$ cat config.mk
export PLATFORM = sky130hd
export DESIGN_NAME = timer_bank
export DESIGN_NICKNAME = d
export VERILOG_FILES = /design/src/rtl/timer_bank.sv
export SDC_FILE = /design/constraint.sdc
export NUM_CORES = 1
export LEC_CHECK = 0
export BUFFER_PORTS_ARGS = -buffer_cell sky130_fd_sc_hd__buf_2
export CAP_MARGIN = 15
export CORE_ASPECT_RATIO = 0.8
export CORE_MARGIN = 4
export CORE_UTILIZATION = 55
export CTS_BUF_LIST = sky130_fd_sc_hd__clkbuf_8 sky130_fd_sc_hd__clkbuf_16
export DETAILED_ROUTE_END_ITERATION = 8
export PLACE_DENSITY = 0.72
export SLEW_MARGIN = 20
export SYNTH_ARGS = -nofsm -noshare
export SYNTH_HDL_FRONTEND = slang
export SYNTH_SLANG_ARGS = --single-unit
$ cat constraint.sdc
create_clock -name clk -period 6.25 [get_ports clk]
set_clock_uncertainty 0.15 [all_clocks]
set_input_delay 1.25 -clock clk [delete_from_list [all_inputs] [get_ports clk]]
set_output_delay 1.25 -clock clk [all_outputs]
set_load 0.005 [all_outputs]
$ cat src/rtl/timer_bank.sv
// Bank of independent programmable timers, each periodic or one-shot, with
// per-channel terminal-count pulse, square-wave and busy outputs.
module timer_bank #(
  parameter int WIDTH    = 26,
  parameter int CHANNELS = 4,
  parameter int MODULE   = 50000000,
  parameter int CW       = (CHANNELS > 1) ? $clog2(CHANNELS) : 1
) (
  input  logic                clk,
  input  logic                rst,
  input  logic [CHANNELS-1:0] en,
  input  logic [CHANNELS-1:0] mode,
  input  logic [CHANNELS-1:0] start,
  input  logic                wr_en,
  input  logic [CW-1:0]       wr_ch,
  input  logic [WIDTH-1:0]    wr_data,
  output logic [CHANNELS-1:0] tc,
  output logic [CHANNELS-1:0] sq,
  output logic [CHANNELS-1:0] busy
);

  typedef enum logic {IDLE = 1'b0, RUN = 1'b1} state_t;

  for (genvar g = 0; g < CHANNELS; g++) begin : g_ch
    state_t           state_r, state_s;
    logic [WIDTH-1:0] cnt_r, cnt_s;
    logic [WIDTH-1:0] mod_r, mod_s;
    logic             tc_r, tc_s;
    logic             sq_r, sq_s;
    logic             busy_r;
    logic             wr_hit_s;
    logic             wrap_s;

    // An out-of-range wr_ch never equals any channel index, so it is ignored.
    assign wr_hit_s = wr_en && (wr_ch == CW'(g));
    assign wrap_s   = (mod_r != {WIDTH{1'b0}}) && (cnt_r == (mod_r - WIDTH'(1)));

    // Next-state logic; priority is write, retrigger, wrap, increment.
    always_comb begin
      state_s = state_r;
      cnt_s   = cnt_r;
      mod_s   = mod_r;
      tc_s    = 1'b0;
      sq_s    = sq_r;
      if (wr_hit_s) begin
        mod_s = wr_data;
        cnt_s = {WIDTH{1'b0}};
      end else if (en[g]) begin
        case (state_r)
          IDLE: begin
            if (!mode[g]) begin
              state_s = RUN;
            end else if (start[g]) begin
              state_s = RUN;
              cnt_s   = {WIDTH{1'b0}};
            end else begin
              state_s = IDLE;
            end
          end
          RUN: begin
            if (mode[g] && start[g]) begin
              cnt_s = {WIDTH{1'b0}};
            end else if (wrap_s) begin
              cnt_s   = {WIDTH{1'b0}};
              tc_s    = 1'b1;
              sq_s    = ~sq_r;
              state_s = mode[g] ? IDLE : RUN;
            end else if (mod_r != {WIDTH{1'b0}}) begin
              cnt_s = cnt_r + WIDTH'(1);
            end else begin
              cnt_s = cnt_r;
            end
          end
          default: state_s = IDLE;
        endcase
      end else begin
        cnt_s = cnt_r;
      end
    end

    // Channel state and registered outputs.
    always_ff @(posedge clk or negedge rst) begin
      if (!rst) begin
        state_r <= IDLE;
        cnt_r   <= {WIDTH{1'b0}};
        mod_r   <= WIDTH'(MODULE);
        tc_r    <= 1'b0;
        sq_r    <= 1'b0;
        busy_r  <= 1'b0;
      end else begin
        state_r <= state_s;
        cnt_r   <= cnt_s;
        mod_r   <= mod_s;
        tc_r    <= tc_s;
        sq_r    <= sq_s;
        busy_r  <= (state_s == RUN);
      end
    end

    assign tc[g]   = tc_r;
    assign sq[g]   = sq_r;
    assign busy[g] = busy_r;
  end

endmodule

[Yosys cells after proc, flatten, opt, wreduce, memory -nomap -nowiden]
Index checks and enable logic that the tools add are counted.
Cells by class
  add/sub/neg operators: 8
  multiply operators: 0
  divide/modulo/power cells: 0
  magnitude comparators: 0
  equality and inequality tests: 19
  shift operators: 0
  multiplexer cells: 76
  bitwise gates (word level): 16
  reductions and logical operators: 33
Operator list (count)
  26-bit two-way mux: 28
  26-bit one-hot mux with 2 select lines: 4
  26-bit by 1-bit adder with 26-bit output, second input constant: 4
  26-bit == test: 4
  26-bit nonzero test: 4
  26-bit by 1-bit subtractor with 26-bit output, second input constant: 4
  1-bit two-way mux: 40
  3-bit != test, second input constant: 8
  5-bit by 1-bit != test with 1-bit output, second input constant: 4
  5-bit AND reduction: 4
  1-bit inverter: 16
  4-bit AND reduction: 4
  1-bit logical AND: 12
  1-bit one-hot mux with 2 select lines: 4
  2-bit AND reduction: 4
  2-bit nonzero test: 4
  2-bit == test, second input constant: 2
  2-bit by 1-bit == test with 1-bit output, second input constant: 1
  2-bit logical NOT: 1
Storage, ports and cells
  register bits after elaboration: 220
  latch bits: 0
  memory bits (writable): 0
  ROM bits: 0
  input port bits: 43
  output and inout port bits: 12
  word-level logic and storage cells: 172
  memories: 0

[Longest topological paths before layout]
Gate-level depths: netlist of the first run.
  depth in word-level cells: 8
  gate-level depth with buffers: 12
  mapped depth without buffers: 10

[Worst setup path after synthesis of the first run]
Ideal clock, no wire load.
  kind: register -> register
  from: register g_ch[3].mod_r[0]
  to: register g_ch[3].cnt_r[11]
  setup time: 126 ps
  arrival time: 3336 ps
  required time: 5974 ps
  setup slack: 2638 ps
  stages on the path, launching flop included: 13
  buffers on the path: 2
  cell sequence: dfrtp_1 inv_1 ha_1 nor3b_1 nand3_1 or3_1 xnor2_1 or4b_1 nor4_4 nor2b_1 clkbuf_1 buf_2 a221o_1
Between the ends
  cells in the longest elaborated chain, start to end: 8
RTL lines
  from (decl): line 27  | logic [WIDTH-1:0] mod_r, mod_s;
  from (signal assigned): line 86  | mod_r <= WIDTH'(MODULE);
  from (signal assigned): line 93  | mod_r <= mod_s;
  26-bit by 1-bit subtractor with 26-bit output: line 36  | assign wrap_s = (mod_r != {WIDTH{1'b0}}) && (cnt_r == (mod_r - WIDTH'(1)));
  26-bit == test: line 36
  1-bit logical AND: line 36
  26-bit two-way mux: line 63  | end else if (wrap_s) begin
  26-bit two-way mux: line 61  | if (mode[g] && start[g]) begin
  26-bit one-hot mux with 2 select lines: line 49  | case (state_r)
  26-bit two-way mux: line 48  | end else if (en[g]) begin
  26-bit two-way mux: line 45  | if (wr_hit_s) begin
  to (signal assigned): line 85  | cnt_r <= {WIDTH{1'b0}};
  to (signal assigned): line 92  | cnt_r <= cnt_s;
  to (decl): line 26  | logic [WIDTH-1:0] cnt_r, cnt_s;
Parallel ways exist; a longest one is shown, timed or not. The select of a mux whose other input is x is not followed.
A chain may end at the register's enable or synchronous reset.

[Worst setup path after layout of the first run]
  from: register g_ch[2].mod_r[4]
  to: register g_ch[2].cnt_r[24]
Between the ends
  cells in the longest elaborated chain, start to end: 8
RTL lines (line)
  from (decl): 27
  from (signal assigned): 86
  from (signal assigned): 93
  26-bit by 1-bit subtractor with 26-bit output: 36
  26-bit == test: 36
  1-bit logical AND: 36
  26-bit two-way mux: 63
  26-bit two-way mux: 61
  26-bit one-hot mux with 2 select lines: 49
  26-bit two-way mux: 48
  26-bit two-way mux: 45
  to (signal assigned): 85
  to (signal assigned): 92
  to (decl): 26
Parallel ways exist; a longest one is shown, timed or not. The select of a mux whose other input is x is not followed.

==> results of run 1 <==
registers in the layout (all words and copies together), names as in the netlist:
| signal | count |
|---|---|
| g_ch.mod_r | 104 |
| g_ch.tc_r | 4 |
| g_ch.cnt_r | 104 |
| g_ch.busy_r | 4 |
| g_ch.sq_r | 4 |
cell families after synthesis:
logic type                 Yosys count  synth area share, %
and+or+nand+nor                    823                29.15
buffers and inverters              152                4.462
xor gates and xnor gates           125                7.367
DFF                                220                37.45
adders and majority gates            8               0.6735
AOI/OAI and AO/OA                  272                14.14
muxes                               91                6.769
power breakdown:
group / internal, mW / leakage [nW] / switching [mW]
Sequential: 1.61 / 2.77 / 0.227
Combinational: 0.368 / 3.29 / 0.458
Clock: 0.802 / 0.416 / 0.582
Total: 2.78 / 6.47 / 1.27
placed cells by master, fill, tap and decap left out, types with 10 or more instances in the layout:
master / instances
sky130_fd_sc_hd__nand2_1: 187
sky130_fd_sc_hd__dfrtp_1: 172
sky130_fd_sc_hd__nor2_1: 143
sky130_fd_sc_hd__nand3_1: 116
sky130_fd_sc_hd__xnor2_1: 87
sky130_fd_sc_hd__mux2_2: 76
sky130_fd_sc_hd__nor3_1: 72
sky130_fd_sc_hd__a221o_1: 57
sky130_fd_sc_hd__buf_2: 53
sky130_fd_sc_hd__dfstp_2: 48
sky130_fd_sc_hd__inv_1: 44
sky130_fd_sc_hd__nor4_1: 44
sky130_fd_sc_hd__nand4_1: 39
sky130_fd_sc_hd__o21ai_0: 39
sky130_fd_sc_hd__xor2_1: 38
sky130_fd_sc_hd__or3_1: 36
sky130_fd_sc_hd__clkbuf_16: 26
sky130_fd_sc_hd__a31oi_1: 24
sky130_fd_sc_hd__or4_1: 22
sky130_fd_sc_hd__and3_1: 21
sky130_fd_sc_hd__nand2b_1: 20
sky130_fd_sc_hd__nor2b_1: 18
sky130_fd_sc_hd__o211ai_1: 18
sky130_fd_sc_hd__buf_4: 18
sky130_fd_sc_hd__a21oi_1: 16
sky130_fd_sc_hd__and2_1: 16
sky130_fd_sc_hd__mux2i_1: 15
sky130_fd_sc_hd__or2_2: 13
sky130_fd_sc_hd__nor4b_1: 12
sky130_fd_sc_hd__nand3b_1: 12
sky130_fd_sc_hd__a211o_1: 11
sky130_fd_sc_hd__o31ai_1: 10
sky130_fd_sc_hd__a22o_1: 10
area by class of cell:
cell class	instances	area, sq um	area share (%)
tap	357	446.7	2.787
sequential	220	5565	34.72
clock inverter	12	48.80	0.3044
antenna	1	2.502	0.01561
multi-input combinational	1319	8675	54.12
timing repair buffer	73	435.4	2.717
clock buffer	31	719.4	4.489
inverter	36	135.1	0.8431
per-layer routing:
layer | vias to the layer above | GRT usage (%)
li1 | 6207 | -
met1 | 6348 | 38.42
met2 | 417 | 38.19
met3 | 55 | 5.025
met4 | 0 | 4.308
met5 | - | 0
worst max-delay path, stage by stage (launching register included):
cell and delay [ps]:
sky130_fd_sc_hd__dfrtp_1 460, sky130_fd_sc_hd__nor3_1 750, sky130_fd_sc_hd__nand4_1 490, sky130_fd_sc_hd__o21a_1 330, sky130_fd_sc_hd__o211a_1 230, sky130_fd_sc_hd__o32ai_1 480
sky130_fd_sc_hd__or4_1 190, sky130_fd_sc_hd__buf_4 340, sky130_fd_sc_hd__nand2_1 360, sky130_fd_sc_hd__o311ai_1 370
worst max-delay path by stage:
stage | end | start
after floorplan | g_ch[3].cnt_r[11] | g_ch[3].mod_r[0]
after global placement | g_ch[2].cnt_r[24] | g_ch[2].mod_r[4]
after detailed placement | g_ch[1].cnt_r[4] | g_ch[1].mod_r[0]
after CTS | g_ch[1].cnt_r[4] | g_ch[1].mod_r[0]
after global routing | g_ch[0].cnt_r[0] | g_ch[0].mod_r[0]
final | g_ch[2].cnt_r[24] | g_ch[2].mod_r[4]
per-stage QoR:
stage | cells | utilization [%] | hold slack (ps) | instance area, sq um
4_1_cts | 2048 | 60.57 | 319.8 | 16030
2_1_floorplan | 1691 | - | 292.8 | 14860
6_report | 2049 | 60.58 | 312.6 | 16030
3_5_place_dp | 2005 | 57.66 | 312.0 | 15260
3_3_place_gp | 2005 | 57.61 | 301.0 | 15240
5_1_grt | 2048 | 60.57 | 338.1 | 16030
==> run_results.csv, run 1 <==
group,metric,value,unit
logic_synthesis,synth_largest_type_area_fraction,28.96,%
worst_hold_path,timing.hold.worst.class,"reg2reg",
drt,met2_wirelength,16.93,mm
sta,final_max_slew_viol_count,0,
clock_network,post_cts.resized_instances,0,
drt,drt_iter0_markers,1080,
worst_setup_path,ff2ff_setup_slack,1970,ps
drt,drc,0,
sta,setup_viol,0,
logic_synthesis,async_flop_share,100.0,%
clock_network,postCtsSetupBuffers,0,
sta,fmax,233.4,MHz
clock_network,ctsRootBufferMaster,"sky130_fd_sc_hd__clkbuf_16",
worst_setup_path,cp-end-kind,"flip-flop",
clock_network,worst_setup_hold_path_clk_slew,60,ps
worst_hold_path,min_to,"g_ch[2].sq_r",
logic_synthesis,most_frequently_used_cell_type_in_the_post_synthesis_netlist,"sky130_fd_sc_hd__nand2_1",
placement,routabilityCongestion,0.9735,
clock_network,clock-sinks,220,
placement,io_buffers,54,
drt,met3_routed_wl,2.885,mm
worst_setup_path,critical_path_required,6510,ps
worst_setup_path,timing_worst_setup_path_type,"reg2reg",
worst_setup_path,worst_setup_path_start_kind,"flip-flop",
power,vdd_ir_drop_max,0.0002609,V
logic_synthesis,synth_top_flop_cell,"sky130_fd_sc_hd__dfrtp_1",
logic_synthesis,post_synth_instance_area,14860,sq um
drt,drt_first_pass_iters,5,
die,floorplan.initialDensity,56.17,%
logic_synthesis,netlist-cell-type-count,84,
worst_setup_path,r2r_cells,9,
logic_synthesis,ys_warn_count,0,
logic_synthesis,synth.net_count,1742,
sta,rsz0062_at_grt,"false",
logic_synthesis,syn-instance-count,1691,
die,core_area,26460,sq um
clock_network,cts_buffers,24,
logic_synthesis,part_of_the_yosys_area_used_for_sequential_elements,37.45,%
die,io-pin-count,55,
drt,drt-met1-wl,17.99,mm
cells_and_area,syn2layout_area_growth,7.847,%
clock_network,cts_hold_repair.buffers,0,
power,p_leak,6.469,nW
clock_network,cts.htree.levels,1,
drt,num_vias,13030,
outcome,status,"finished, final reports clean",
placement,place_ws,2084,ps
global_routing,grt_first_pass_wirelength,62.76,mm
drt,top_layer,"met4",
logic_synthesis,synth.top_cells.by_count,"187 x sky130_fd_sc_hd__nand2_1, 172 x sky130_fd_sc_hd__dfrtp_1, 143 x sky130_fd_sc_hd__nor2_1",
cells_and_area,layout-drive-gt1-share,15.85,%
placement,final_hpwl_dp,27.50,mm
logic_synthesis,synth_top_area_cell,"sky130_fd_sc_hd__dfrtp_1",
worst_setup_path,r2r-end,"g_ch[2].cnt_r[24]",
global_routing,vias_in_the_first_global_route,11980,
cells_and_area,nNetsFinal,1725,
worst_setup_path,cp_max_fo,37,
worst_hold_path,hold_path_startpoint,"g_ch[2].sq_r",
global_routing,grt_max_degree,151,
die,die_h,155.0,microns
drt,detail_route.vias_per_cell,6.358,
logic_synthesis,synth-edff-count,0,
worst_setup_path,startpoint_of_the_worst_register_to_register_path,"g_ch[2].mod_r[4]",
die,placement_rows,53,
run,max_cap_violations,0,
sta,smallest_setup_slack_after_layout,1965,ps
logic_synthesis,synth.avg_cell_area,8.789,sq um
sta,layout_min_cycle_time,4285,ps
power,power.total,4.044,mW
sta,layout_worst_path_cycle_share,68.56,%
die,die_width,191.8,microns
drt,detail_route.wl_per_cell,18.75,microns
drt,ant_nets,0,
die,dieArea,29730,sq um
global_routing,groute.usage.overall,25.33,%
logic_synthesis,synth_top_cells_by_area,"sky130_fd_sc_hd__dfrtp_1 29%, sky130_fd_sc_hd__dfstp_2 8.5%, sky130_fd_sc_hd__mux2_2 5.8%, sky130_fd_sc_hd__xnor2_1 5.1%, sky130_fd_sc_hd__nand2_1 4.7%",
sta,max-slew-margin-rel,35.80,%
sta,final-hold-violation-count,0,
global_routing,grt_antenna_before_repair,0,
clock_network,cts_tree,"built",
sta,timing_worst_slew_pin_value,962.0,ps
drt,wl,38.42,mm
worst_setup_path,worst_path_arrival_time,4540,ps
power,powerDensity,252.3,nW/um^2
logic_synthesis,postSynthRegisterBits,220,
cells_and_area,fillCellCount,2276,
sta,timing.setup.tns,0,ps
clock_network,cts_buffer_depth,3,
worst_hold_path,hold_depth,1,
clock_network,worstSkewPairLatency,520,ps
global_routing,gr-total-overflow,0,
Note: power is estimated with default switching activity, not from simulation.
==> run 2: changes to the inputs <==
clock period = 4.3 ns   (was 6.25 ns; I/O delays follow)
==> run_results.csv, run 2 (synthesized netlist as in run 1, its figures left out) <==
group,metric,value,unit
power,sequential_power_share,43.6,%
global_routing,groute.usage.overall,26.14,%
outcome,status,"finished, final reports clean",
sta,timing_worst_slew_pin_value,928.6,ps
cells_and_area,top_regs,"g_ch.cnt_r x104, g_ch.mod_r x104",
drt,detail_route.wl_per_cell,19.14,microns
cells_and_area,layout-drive-gt1-share,16.86,%
sta,fmax,255.8,MHz
worst_setup_path,critPathMaxStageDelay,550,ps
clock_network,postCtsSetupBuffers,0,
worst_setup_path,worst_setup_path_start_kind,"flip-flop",
global_routing,grt_max_degree,104,
run,max_cap_violations,0,
worst_setup_path,timing_worst_setup_path_type,"reg2reg",
worst_setup_path,ff2ff_setup_slack,390,ps
worst_setup_path,critical_path_required,4560,ps
drt,wl,39.52,mm
die,io-pin-count,55,
worst_setup_path,cp-end-kind,"flip-flop",
power,total_switching_power,1.890,mW
drt,drt_first_pass_iters,6,
power,powerDensity,376.8,nW/um^2
worst_setup_path,worst_path_arrival_time,4170,ps
power,sw_frac_of_total,30.90,%
global_routing,grt_first_pass_wirelength,64.29,mm
clock_network,worst_setup_hold_path_clk_slew,60,ps
clock_network,cts_tree,"built",
global_routing,gr-total-overflow,0,
worst_setup_path,critPathSlowestCell,"sky130_fd_sc_hd__or3b_2",
power,comb_power_share,20.0,%
placement,io_buffers,54,
die,die_width,191.8,microns
worst_setup_path,r2r-end,"g_ch[2].busy_r",
worst_hold_path,timing.hold.worst.class,"in2async",
power,vdd_ir_drop_max,0.0003662,V
sta,setup_viol,0,
die,placement_rows,53,
sta,fin_hold_ws,233.9,ps
worst_setup_path,startpoint_of_the_worst_register_to_register_path,"g_ch[2].mod_r[1]",
placement,final_hpwl_dp,28.27,mm
power,intPower,4.226,mW
drt,ant_nets,0,
clock_network,cts_buffers,25,
sta,final-hold-violation-count,0,
global_routing,grt_antenna_before_repair,1,
cells_and_area,final_common_cell,"sky130_fd_sc_hd__nand2_1",
worst_setup_path,r2r_cells,10,
die,die_h,155.0,microns
drt,drt_iter0_markers,1012,
global_routing,vias_in_the_first_global_route,12250,
clock_network,worstSkewPairLatency,540,ps
sta,layout_min_cycle_time,3909,ps
sta,timing.setup.tns,0,ps
sta,max-slew-margin-rel,38.03,%
clock_network,cts_hold_repair.buffers,0,
cells_and_area,fillCellCount,2260,
cells_and_area,mostFrequentLayoutCells,"187 x sky130_fd_sc_hd__nand2_1, 172 x sky130_fd_sc_hd__dfrtp_1, 143 x sky130_fd_sc_hd__nor2_1",
clock_network,post_cts.resized_instances,0,
clock_network,ctsRootBufferMaster,"sky130_fd_sc_hd__clkbuf_16",
clock_network,cts.htree.levels,1,
worst_setup_path,cp_max_fo,5,
power,p_leak,6.572,nW
die,dieArea,29730,sq um
clock_network,clock-sinks,220,
cells_and_area,syn2layout_area_growth,9.235,%
cells_and_area,nNetsFinal,1741,
drt,num_vias,13130,
cells_and_area,n_antenna_cell,0,
drt,detail_route.vias_per_cell,6.356,
die,floorplan.initialDensity,56.17,%
worst_setup_path,path_cells,"inv_1 -> ha_1 -> or3b_2 -> nor4_2 -> a21oi_1 -> a211oi_1 -> or3b_1 -> or4b_1 -> or3_1 -> o2bb2ai_1",
drt,drc,0,
worst_setup_path,largest_delay_contributor_family_on_the_critical_path,"simple AND/OR/NAND/NOR gates",
placement,routabilityCongestion,0.9515,
die,core_area,26460,sq um
worst_setup_path,timing.critical_path.buf_inv,1,
power,power_frac_clock,36.4,%
sta,final_max_slew_viol_count,0,
sta,layout_worst_path_cycle_share,90.91,%
sta,rsz0062_at_grt,"false",
clock_network,cts_buffer_depth,3,
-- run 2: worst max path at each step --
stage	start	endpoint	cells after the start
floorplan	g_ch[3].mod_r[0]	g_ch[3].cnt_r[11]	12
global placement	g_ch[2].mod_r[0]	g_ch[2].busy_r	10
detailed placement	g_ch[2].mod_r[0]	g_ch[2].busy_r	10
CTS	g_ch[2].mod_r[0]	g_ch[2].busy_r	10
global route	g_ch[3].mod_r[4]	g_ch[3].cnt_r[9]	9
finish	g_ch[2].mod_r[1]	g_ch[2].busy_r	10
-- run 2: area by class of cell --
type                    count  area [sq um]  area share [%]
multi-input cells        1319          8660           53.34
clock buffers              35         797.0           4.909
flip-flops and latches    220          5565           34.28
repair buffers             88         560.5           3.453
well taps                 357         446.7           2.751
clock inverters            10         70.07          0.4316
inverters                  36         135.1          0.8324
-- run 2: power by group through the flow --
stage | clock, mW | sequential, mW | combinational (mW)
6_report | 2.23 | 2.67 | 1.22
5_1_grt | 2.34 | 2.71 | 1.35
4_1_cts | 2.25 | 2.66 | 1.21
3_5_place_dp | 0 | 2.70 | 1.20
3_3_place_gp | 0 | 2.68 | 1.17
2_1_floorplan | 0 | 2.56 | 0.948
-- run 2: through the flow --
step                cells  setup WS, ps  utilization (%)  total power [mW]  cell area [sq um]
floorplan            1691         687.6                -             3.511              14860
global placement     2020         582.5            58.08             3.852              15370
detailed placement   2020         514.3            58.08             3.900              15370
CTS                  2065         459.9            61.36             6.128              16230
global route         2065         227.6            61.36             6.398              16230
finish               2065         391.0            61.36             6.117              16230
-- run 2: layer usage --
metal | global-route usage (%) | share of wire (%)
met2 | 40.18 | 44
met3 | 4.868 | 7.2
met4 | 5.299 | 1.8
met5 | 0 | 0
met1 | 38.84 | 47
